**src/rtl/imm_enc_pkg.sv**
```systemverilog
// Shared immediate-format definitions for the encoder, the decode-side
// sign extender and the control unit.
package imm_enc_pkg;

    localparam logic [2:0] IMM_I = 3'b000;
    localparam logic [2:0] IMM_S = 3'b001;
    localparam logic [2:0] IMM_B = 3'b010;
    localparam logic [2:0] IMM_J = 3'b011;
    localparam logic [2:0] IMM_U = 3'b100;

    typedef struct packed {
        logic [2:0]  imm_src;
        logic [31:0] imm;
        logic [31:0] base;
    } imm_req_t;

    // True when v[31:msb] are all equal, i.e. v survives truncation to msb+1
    // bits followed by sign extension.
    function automatic logic fits_signed(input logic [31:0] v, input int unsigned msb);
        logic [31:0] s;
        s = $signed(v) >>> msb;
        return (s == '0) || (s == '1);
    endfunction

endpackage

```
**src/rtl/imm_pack.sv**
```systemverilog
// Combinational immediate scatter plus representability check for one
// instruction word; bits outside the immediate field come from Base.
module imm_pack
    import imm_enc_pkg::*;
(
    input  logic [2:0]  ImmSrc,
    input  logic [31:0] Imm,
    input  logic [31:0] Base,
    output logic [31:0] Instr,
    output logic        RangeErr
);

    always_comb begin
        // NOTE: defaults first so every path assigns both outputs and no latch is inferred.
        Instr    = Base;
        RangeErr = 1'b1;
        case (ImmSrc)
            IMM_I: begin
                Instr[31:20] = Imm[11:0];
                RangeErr     = !fits_signed(Imm, 11);
            end
            IMM_S: begin
                Instr[31:25] = Imm[11:5];
                Instr[11:7]  = Imm[4:0];
                RangeErr     = !fits_signed(Imm, 11);
            end
            IMM_B: begin
                Instr[31]    = Imm[12];
                Instr[7]     = Imm[11];
                Instr[30:25] = Imm[10:5];
                Instr[11:8]  = Imm[4:1];
                RangeErr     = !fits_signed(Imm, 12) || Imm[0];
            end
            IMM_J: begin
                Instr[31]    = Imm[20];
                Instr[19:12] = Imm[19:12];
                Instr[20]    = Imm[11];
                Instr[30:21] = Imm[10:1];
                RangeErr     = !fits_signed(Imm, 20) || Imm[0];
            end
            IMM_U: begin
                Instr[31:12] = Imm[31:12];
                RangeErr     = |Imm[11:0];
            end
            default: ;
        endcase
    end

endmodule

```
**src/rtl/imm_enc.sv**
```systemverilog
// Two-stage streaming immediate encoder: S1 packs and range-checks, S2 holds
// the output word, which is tagged with an instruction-memory write address.
module imm_enc
    import imm_enc_pkg::*;
#(
    parameter int ADDR_W = 10,
    parameter int ERR_W  = 8
) (
    input  logic              clk,
    input  logic              rst,
    input  logic              in_valid,
    output logic              in_ready,
    input  logic [2:0]        ImmSrc,
    input  logic [31:0]       Imm,
    input  logic [31:0]       Base,
    output logic              out_valid,
    input  logic              out_ready,
    output logic [31:0]       Instr,
    output logic              RangeErr,
    output logic [ADDR_W-1:0] Addr,
    output logic [ERR_W-1:0]  ErrCount
);

    imm_req_t    req;
    logic [31:0] pack_instr;
    logic        pack_err;

    logic        s1_valid;
    logic [31:0] s1_instr;
    logic        s1_err;

    logic        s1_ready;
    logic        s2_ready;
    logic        out_fire;

    assign req = '{imm_src: ImmSrc, imm: Imm, base: Base};

    imm_pack u_pack (
        .ImmSrc  (req.imm_src),
        .Imm     (req.imm),
        .Base    (req.base),
        .Instr   (pack_instr),
        .RangeErr(pack_err)
    );

    // A stage may load when empty or when its word leaves in the same cycle.
    assign s2_ready = !out_valid || out_ready;
    assign s1_ready = !s1_valid || s2_ready;
    assign in_ready = s1_ready;
    assign out_fire = out_valid && out_ready;

    always_ff @(posedge clk) begin
        if (rst) begin
            // NOTE: non-blocking assignments so every register samples pre-edge values.
            s1_valid  <= 1'b0;
            s1_instr  <= '0;
            s1_err    <= 1'b0;
            out_valid <= 1'b0;
            Instr     <= '0;
            RangeErr  <= 1'b0;
            Addr      <= '0;
            ErrCount  <= '0;
        end else begin
            if (s1_ready) begin
                s1_valid <= in_valid;
                if (in_valid) begin
                    s1_instr <= pack_instr;
                    s1_err   <= pack_err;
                end
            end
            if (s2_ready) begin
                out_valid <= s1_valid;
                if (s1_valid) begin
                    Instr    <= s1_instr;
                    RangeErr <= s1_err;
                end
            end
            if (out_fire) begin
                Addr <= Addr + 1'b1;
                if (RangeErr && (ErrCount != '1)) begin
                    ErrCount <= ErrCount + 1'b1;
                end
            end
        end
    end

endmodule

```
**config.mk**
```make
export PLATFORM = sky130hd
export DESIGN_NAME = imm_enc
export DESIGN_NICKNAME = d
export VERILOG_FILES = /design/src/rtl/imm_enc_pkg.sv /design/src/rtl/imm_pack.sv /design/src/rtl/imm_enc.sv
export SDC_FILE = /design/constraint.sdc
export NUM_CORES = 1
export LEC_CHECK = 0
export CAP_MARGIN = 20
export CORE_MARGIN = 2
export CORE_UTILIZATION = 60
export DETAILED_ROUTE_END_ITERATION = 8
export DONT_BUFFER_PORTS = 1
export PLACE_DENSITY = 0.82
export SYNTH_ARGS = -nofsm -noshare
export SYNTH_HDL_FRONTEND = slang
export SYNTH_SLANG_ARGS = --single-unit
```
**constraint.sdc**
```tcl
create_clock -name clk -period 1.5 [get_ports clk]
set_input_delay 0.075 -clock clk [delete_from_list [all_inputs] [get_ports clk]]
set_output_delay 0.075 -clock clk [all_outputs]
set_load 0.01 [all_outputs]
```
==> results by group, run 1 <==
Clocking
  • Clock Latency Late Sink: between 300 and 400 ps
  • # H-tree levels: 3
  • Clk slew on worst S/H paths: approximately 90 ps
  • Sink Count: 86
  • CTS Buf Count: 9
  • Max clock buf depth: 2
  • # hold bufs at CTS: 2
  • CTS tree: yes
  • Postcts setup bufs: 0
  • Root Buffer: clkbuf_8

Run status
  • Status: finished, violations left
  • Failing checks: hold timing

Power
  • Logic pwr share: between 8 and 9%
  • Pwr dens: 1050 mW/mm^2
  • Worst vdd ir: about 0.69 mV
  • Clock share of power: between 30% and 40%
  • Sw Ratio: between 20% and 30%
  • Leakage power: 1.48 nW
  • Reg power frac: 57.1%
  • Internal: approximately 3.2 mW
  • Sw power: 1.10 mW

Synth
  • #FFs+latches synth: 86
  • Cell count after synthesis: 466
  • Most common flop cell mapped by yosys: dfxtp_1
  • Post-synth ARST share: 0%
  • Synthesized Nets: about 540
  • Dominant cell type by area after synthesis: dfxtp_1
  • Ranking of synthesized cells by area: dfxtp_1 (46%), nand2_1 (9.6%), a21oi_1 (7.8%), nor2_1 (5.8%), mux2i_1 (4.5%)
  • EDFF count, synth: 0
  • Synthesized area: roughly 0.0038 sq mm
  • Synth Warn #: 0
  • Share of the synthesized area in the top cell type: 45.7%
  • Register area share after synthesis: 45.7%
  • Synth unique cells: 41
  • Most common cell in the synthesized netlist: nand2_1
  • Top cells by count, synth: nand2_1 (96), dfxtp_1 (86), a21oi_1 (59)
  • Syn Area/Cell: just over 8 sq um

Cells and area
  • Net count reported at finish: about 540
  • Fill count: 510
  • Final Core Density: 68.7%
  • Area growth syn-to-layout: 9.27%
  • Design area: 0.00411 sq mm
  • Layout cells sized above 1: around a tenth
  • # diodes: 0

Timing
  • F_max: a little over 0.7 GHz
  • Final period util: 93.3%
  • Max Slew Vio Count: 0
  • # setup viols final: 0
  • Setup TNS: 0 ps
  • Fin. Hold Viols: 84
  • Setup ws final: ~100 ps
  • Least-Margin Pin Slew: 411 ps
  • Clock Skews: a little over 7 ps
  • Max-slew headroom at the worst pin: just over 70%
  • Worst hold slack: -214 ps
  • Post-route minimum period: approximately 1400 ps
  • RSZ-0062 raised after global routing: yes

Worst setup path
  • Critical Path RT: approximately 1700 ps
  • Worst r2r path cells: 5
  • CP endpoint kind: register
  • Type of the worst setup path: register to register
  • Startpoint Class: register
  • R2r setup slk: about 100 ps
  • CP Max Fanout: 4
  • CP arrival: 1630 ps

Place
  • Place WS: 78.6 ps
  • Placed Area: approximately 0.0039 sq mm
  • Detailed placement HPWL: roughly 6600 um
  • RePlAce Congestion: 0.897
  • I/O Buffers: 0

Global routing
  • Vias in the first global route: roughly 3,100
  • Largest net degree at the start of global routing: 88
  • Total gr overflow: 0
  • Global Route Usage Sum: between 20% and 30%
  • Antenna violations before repair: 0
  • First-pass GRT wire length: around 14,000 um

Route
  • Antenna viol nets, final: 0
  • Max Used Layer: met4
  • Vias: ~3,300
  • Wl on met1: around 3800 um
  • Avg WL per Cell: between 15 and 20 um
  • Met3 WL post-DR: between 800 and 900 um
  • 1st-iter DRT viols: between 200 and 250
  • DRC violations left: 0
  • Wire length on met2: roughly 4100 um
  • Pre-antenna DRT Iters: 5
  • Number of vias per cell: between 5 and 6
  • Routed WL: ~8800 um

Floorplan
  • Ports: about 120
  • Num rows: 28
  • Die ar.: approximately 0.0069 sq mm
  • Die height: 83.2 um
  • Core Area: ~0.0060 sq mm
  • Initial Util: between 60% and 70%
  • Die Span X: approximately 83 um

Hold path
  • Tightest Hold Check Type: input port to register
  • Hold Path Stages: 1

Run
  • Max Cap Viol: 0
layout by cell type (no fill, tap or decap), types with 3 or more instances in the layout:
master,synthesis,routed
a211oi_1,12,11
nor2_1,58,58
xnor2_1,7,7
a221o_1,4,4
nand2_1,96,96
xor2_1,9,9
a21oi_1,59,58
and3_1,3,3
mux2i_1,17,17
nand4_1,10,10
nor3_1,11,11
a311oi_1,6,6
dfxtp_1,86,85
nand3_1,7,7
inv_1,4,4
clkbuf_8,0,10
nor4_1,8,8
buf_4,0,22
clkinvlp_4,0,3
o21ai_0,10,10
stage by stage:
stage	std cells	total power [mW]
floorplan	466	2.82
global placement	532	2.85
detailed placement	532	2.87
CTS	550	4.32
global route	550	4.48
finish	550	4.30
final timing paths:
check / start / end
worst max-delay path: out_valid / out_valid
worst min-delay path: rst / s1_instr[4]
worst max register to register: out_valid / out_valid
worst min register to register: s1_instr[11] / Instr[11]
repair_timing:
action                     4_1_cts  5_1_grt
setup endpoints to repair        0        6
gates resized for setup          0        3
hold endpoints to repair        86       84
worst max-delay path, cell delays in order, from the launching register on:
cell	delay [ps]
dfxtp_2	340
nor2b_1	120
buf_4	150
nor2_1	90
nor2_1	50
dlygate4sd3_1	540
metal layers:
metal	up-vias	track usage, %
li1	1631	-
met1	1477	33.5
met2	140	40.5
met3	12	7.75
met4	0	7.75
met5	-	0
flip-flops by register name, indices dropped and copies added, names as in the netlist:
name	cells
Instr	32
s1_err	1
Addr	10
RangeErr	1
out_valid	1
s1_instr	32
s1_valid	1
ErrCount	8
cell families (layout without fill, tap and decap cells):
group,count (synthesis),after routing,share of synthesized area (%)
muxes,17,17,4.52
and+or+nand+nor,206,206,23.9
AOI/OAI and AO/OA,102,102,16.7
DFF,86,86,45.7
xor gates and xnor gates,16,16,3.72
adders and majority gates,2,2,0.665
buffers and inverters,37,46,4.75
final cells by class:
class                   count  area, sq um  share of cell area (%)
multi-input cells         343         1880                    45.8
flip-flops and latches     86         1720                    41.9
repair buffers             26          216                    5.26
clock buffers              10          138                    3.35
well taps                  75         93.8                    2.28
clock inverters             6         45.0                    1.09
inverters                   4         15.0                   0.365
power groups by stage:
stage               clock, mW  sequential, mW  combinational (mW)
floorplan                   0            2.49               0.335
global placement            0            2.51               0.344
detailed placement          0            2.51               0.356
CTS                      1.50            2.46               0.361
global route             1.60            2.47               0.411
finish                   1.48            2.46               0.365
(Power assumes the default switching activity.)
==> run 2: changes to the inputs <==
Settings changed: SYNTH_HIERARCHICAL set to 1.
==> run 2 against run 1 <==
  * The flow finishes with violations (hold timing, setup timing)
  * Largest cell class unchanged
  * Area after synthesis is 4.2% higher
  * Design area is 5.1% higher
  * Register-to-register slack worse by 120 ps
  * Sequential share of layout area is 1.8 points lower
  * Critical path depth stayed put
  * Synthesized cell count is 6.2% higher
  * Maximum frequency is 7.8% lower
  * Cell count is 5.8% higher
==> results by group, run 2 <==
Run status
  • Status: finished, violations left
  • Failing checks: hold timing, setup timing

Place
  • Detailed placement HPWL: 6530 um (-1.1%)
  • Place WS: 3.25 ps (-75.3 ps)
  • I/O Buffers: 0 (unchanged)
  • RePlAce Congestion: 1.01 (+12%)

Cells and area
  • Largest regs: Instr: 32 flops, s1_instr: 32 flops, Addr: 10 flops
  • Final Core Density: 68.1% (-0.55 points)
  • # diodes: 0 (unchanged)
  • Layout cells sized above 1: 13.7% (+3.8 points)
  • Net count reported at finish: 573 (+5.5%)
  • Area growth syn-to-layout: 10.3%
  • Fill count: 560 (+9.8%)
  • Most common cell after layout, fill and taps aside: nand2_1
  • Most frequent cells in the layout: nand2_1 (149), dfxtp_1 (82), a21oi_1 (81)

Power
  • Pwr dens: 1010 mW/mm^2 (-3.0%)
  • Pwr Total: 4.39 mW (+2.0%)
  • Leakage power: 1.62 nW (+9.0%)
  • Worst vdd ir: 0.964 mV (+40%)

Timing
  • Post-route minimum period: 1520 ps (+118 ps)
  • Max Slew Vio Count: 0 (unchanged)
  • RSZ-0062 raised after global routing: yes
  • Worst hold slack: -220 ps (-5.57 ps)
  • Least-Margin Pin Slew: 415 ps (+3.56 ps)
  • F_max: 0.659 GHz (-7.8%)
  • Setup ws final: -18.2 ps (-118 ps)
  • Max-slew headroom at the worst pin: 72.3% (-0.24 points)
  • Final period util: 101% (+7.9 points)
  • Clock Skews: 9.92 ps (+2.78 ps)
  • Fin. Hold Viols: 83 (-1.2%)
  • # setup viols final: 1 (+1)

Hold path
  • Tightest Hold Check Type: input port to register
  • WHS Endpoint: Addr[8]
  • Hold Path Stages: 1 (unchanged)
  • Hold Crit Start: rst

Synth
  • Synthesized Nets: 568 (+5.4%)
  • Synth unique cells: 44 (+7.3%)
  • EDFF count, synth: 0 (unchanged)
  • Dominant cell type by area after synthesis: dfxtp_1
  • Cell count after synthesis: 495 (+6.2%)
  • Top cells by count, synth: nand2_1 (149), dfxtp_1 (86), a21oi_1 (82)
  • Most common flop cell mapped by yosys: dfxtp_1
  • Synth Warn #: 6 (+6)
  • Share of the synthesized area in the top cell type: 43.9% (-1.8 points)
  • Syn Area/Cell: 7.92 sq um (-1.9%)
  • Ranking of synthesized cells by area: dfxtp_1 (44%), nand2_1 (14%), a21oi_1 (10%), mux2_4 (3.1%), nor2_1 (2.8%)
  • #FFs+latches synth: 86 (unchanged)
  • Register area share after synthesis: 43.9% (-1.8 points)
  • Post-synth ARST share: 0% (unchanged)
  • Most common cell in the synthesized netlist: nand2_1
  • Synthesized area: 0.00392 sq mm (+4.2%)

Route
  • Antenna viol nets, final: 0 (unchanged)
  • Pre-antenna DRT Iters: 4 (-1)
  • Routed WL: 9260 um (+4.7%)
  • Vias: 3,340 (+2.5%)
  • Met3 WL post-DR: 603 um (-28%)
  • Avg WL per Cell: 15.9 um (-1.1%)
  • Number of vias per cell: 5.74 (-3.2%)
  • Max Used Layer: met4
  • Wl on met1: 3810 um (-0.83%)
  • Wire length on met2: 4610 um (+14%)
  • 1st-iter DRT viols: 171 (-17%)
  • DRC violations left: 0 (unchanged)

Worst setup path
  • Reg-to-reg critical path endpoint: ErrCount[5]
  • Worst r2r src: ErrCount[0]
  • CP Max Fanout: 3 (-1)
  • Worst r2r path cells: 5 (unchanged)
  • Startpoint Class: register
  • CP arrival: 1820 ps (+190 ps)
  • Type of the worst setup path: register to register
  • Critical Path RT: 1800 ps (+70 ps)
  • R2r setup slk: -20 ps (-120 ps)
  • CP endpoint kind: register

Clocking
  • CTS tree: yes
  • Clock Latency Late Sink: 360 ps (about the same)
  • CTS Buf Count: 9 (unchanged)
  • # hold bufs at CTS: 4 (+2)
  • Postcts setup bufs: 0 (unchanged)
  • Clk slew on worst S/H paths: 100 ps (about the same)
  • Root Buffer: clkbuf_8
  • Max clock buf depth: 2 (unchanged)
  • # H-tree levels: 3 (unchanged)
  • Sink Count: 86 (unchanged)

Floorplan
  • Num rows: 29 (+3.6%)
  • Die Span X: 84.8 um (+2.0%)
  • Die ar.: 0.00720 sq mm (+3.9%)
  • Die height: 84.8 um (+2.0%)
  • Ports: 124 (unchanged)
  • Initial Util: 61.8% (-1.1 points)
  • Core Area: 0.00635 sq mm (+6.0%)

Global routing
  • First-pass GRT wire length: 15,300 um (+5.8%)
  • Largest net degree at the start of global routing: 88 (unchanged)
  • Antenna violations before repair: 0 (unchanged)
  • Global Route Usage Sum: 26.3% (+0.79 points)
  • Total gr overflow: 0 (unchanged)
  • Vias in the first global route: 3,253 (+6.0%)

Run
  • Max Cap Viol: 0 (unchanged)
run 2: cell count changes after synthesis, sizes merged, moves of 6 or more:
| cell | before | now |
|---|---|---|
| mux2 | 0 | 14 |
| nor3 | 12 | 6 |
| a22oi | 0 | 6 |
| a211oi | 13 | 1 |
| o21ai | 10 | 2 |
| nand2 | 96 | 149 |
| a21oi | 59 | 82 |
| nor2 | 58 | 30 |
| a311oi | 6 | 0 |
| mux2i | 17 | 9 |
run 2: kinds of logic after synthesis:
| family | Yosys count | synth area share (%) |
|---|---|---|
| mux | 23 | 7.47 |
| simple gates | 227 | 25.4 |
| compound gates | 104 | 14.7 |
| xor+xnor | 12 | 2.68 |
| flops | 86 | 43.9 |
| fa+ha+maj | 2 | 0.638 |
| buf+inv | 41 | 5.17 |
run 2: repair_timing:
action	CTS	global route
setup endpoints to repair	1	32
gates resized for setup	0	6
gates cloned	0	0
endpoints found under the hold margin	86	83
run 2: worst max-delay path by stage:
| stage | from | end | slack, ps | depth (start not counted) |
|---|---|---|---|---|
| final | ErrCount[0] | ErrCount[5] | -20 | 5 |
| after global routing | ErrCount[0] | ErrCount[5] | -70 | 5 |
| after CTS | ErrCount[0] | ErrCount[5] | -30 | 5 |
| after detailed placement | ErrCount[0] | ErrCount[5] | 3 | 5 |
| after global placement | ErrCount[0] | ErrCount[5] | 40 | 5 |
| after floorplan | ErrCount[0] | ErrCount[5] | -30 | 5 |
run 2: routing by layer:
metal / global-route usage (%) / vias up
met2: 43.6 / 102
met5: 0 / -
li1: - / 1687
met1: 32.1 / 1532
met4: 11.4 / 0
met3: 7.30 / 19
run 2: through the flow:
| stage | std cells | area, sq um | hold slack [ps] | setup TNS [ps] |
|---|---|---|---|---|
| 2_1_floorplan | 495 | 3940 | 226 | -32.5 |
| 3_3_place_gp | 562 | 4090 | 149 | 0 |
| 3_5_place_dp | 562 | 4090 | 148 | 0 |
| 4_1_cts | 582 | 4310 | -243 | -25.6 |
| 5_1_grt | 582 | 4330 | -247 | -74.6 |
| 6_report | 582 | 4330 | -220 | -18.2 |
run 2: critical path, stage by stage (launching register included):
cell and delay [ps]:
dfxtp_4 360, ha_4 160, and3_4 180, a21o_1 160
or4_1 460, a21oi_1 140
run 2: final cells by class:
type | instances | area, sq um | share of cell area [%]
Multi-Input combinational cell | 368 | 2020 | 46.8
Clock buffer | 9 | 124 | 2.86
Inverter | 4 | 15.0 | 0.347
Tap cell | 77 | 96.3 | 2.23
Clock inverter | 7 | 63.8 | 1.48
Sequential cell | 86 | 1730 | 40.0
Timing Repair Buffer | 31 | 270 | 6.25
run 2: power by group:
part	internal [mW]	switching, mW
Clock	0.639	0.922
Combinational	0.194	0.207
Sequential	2.37	0.0598
Total	3.20	1.19
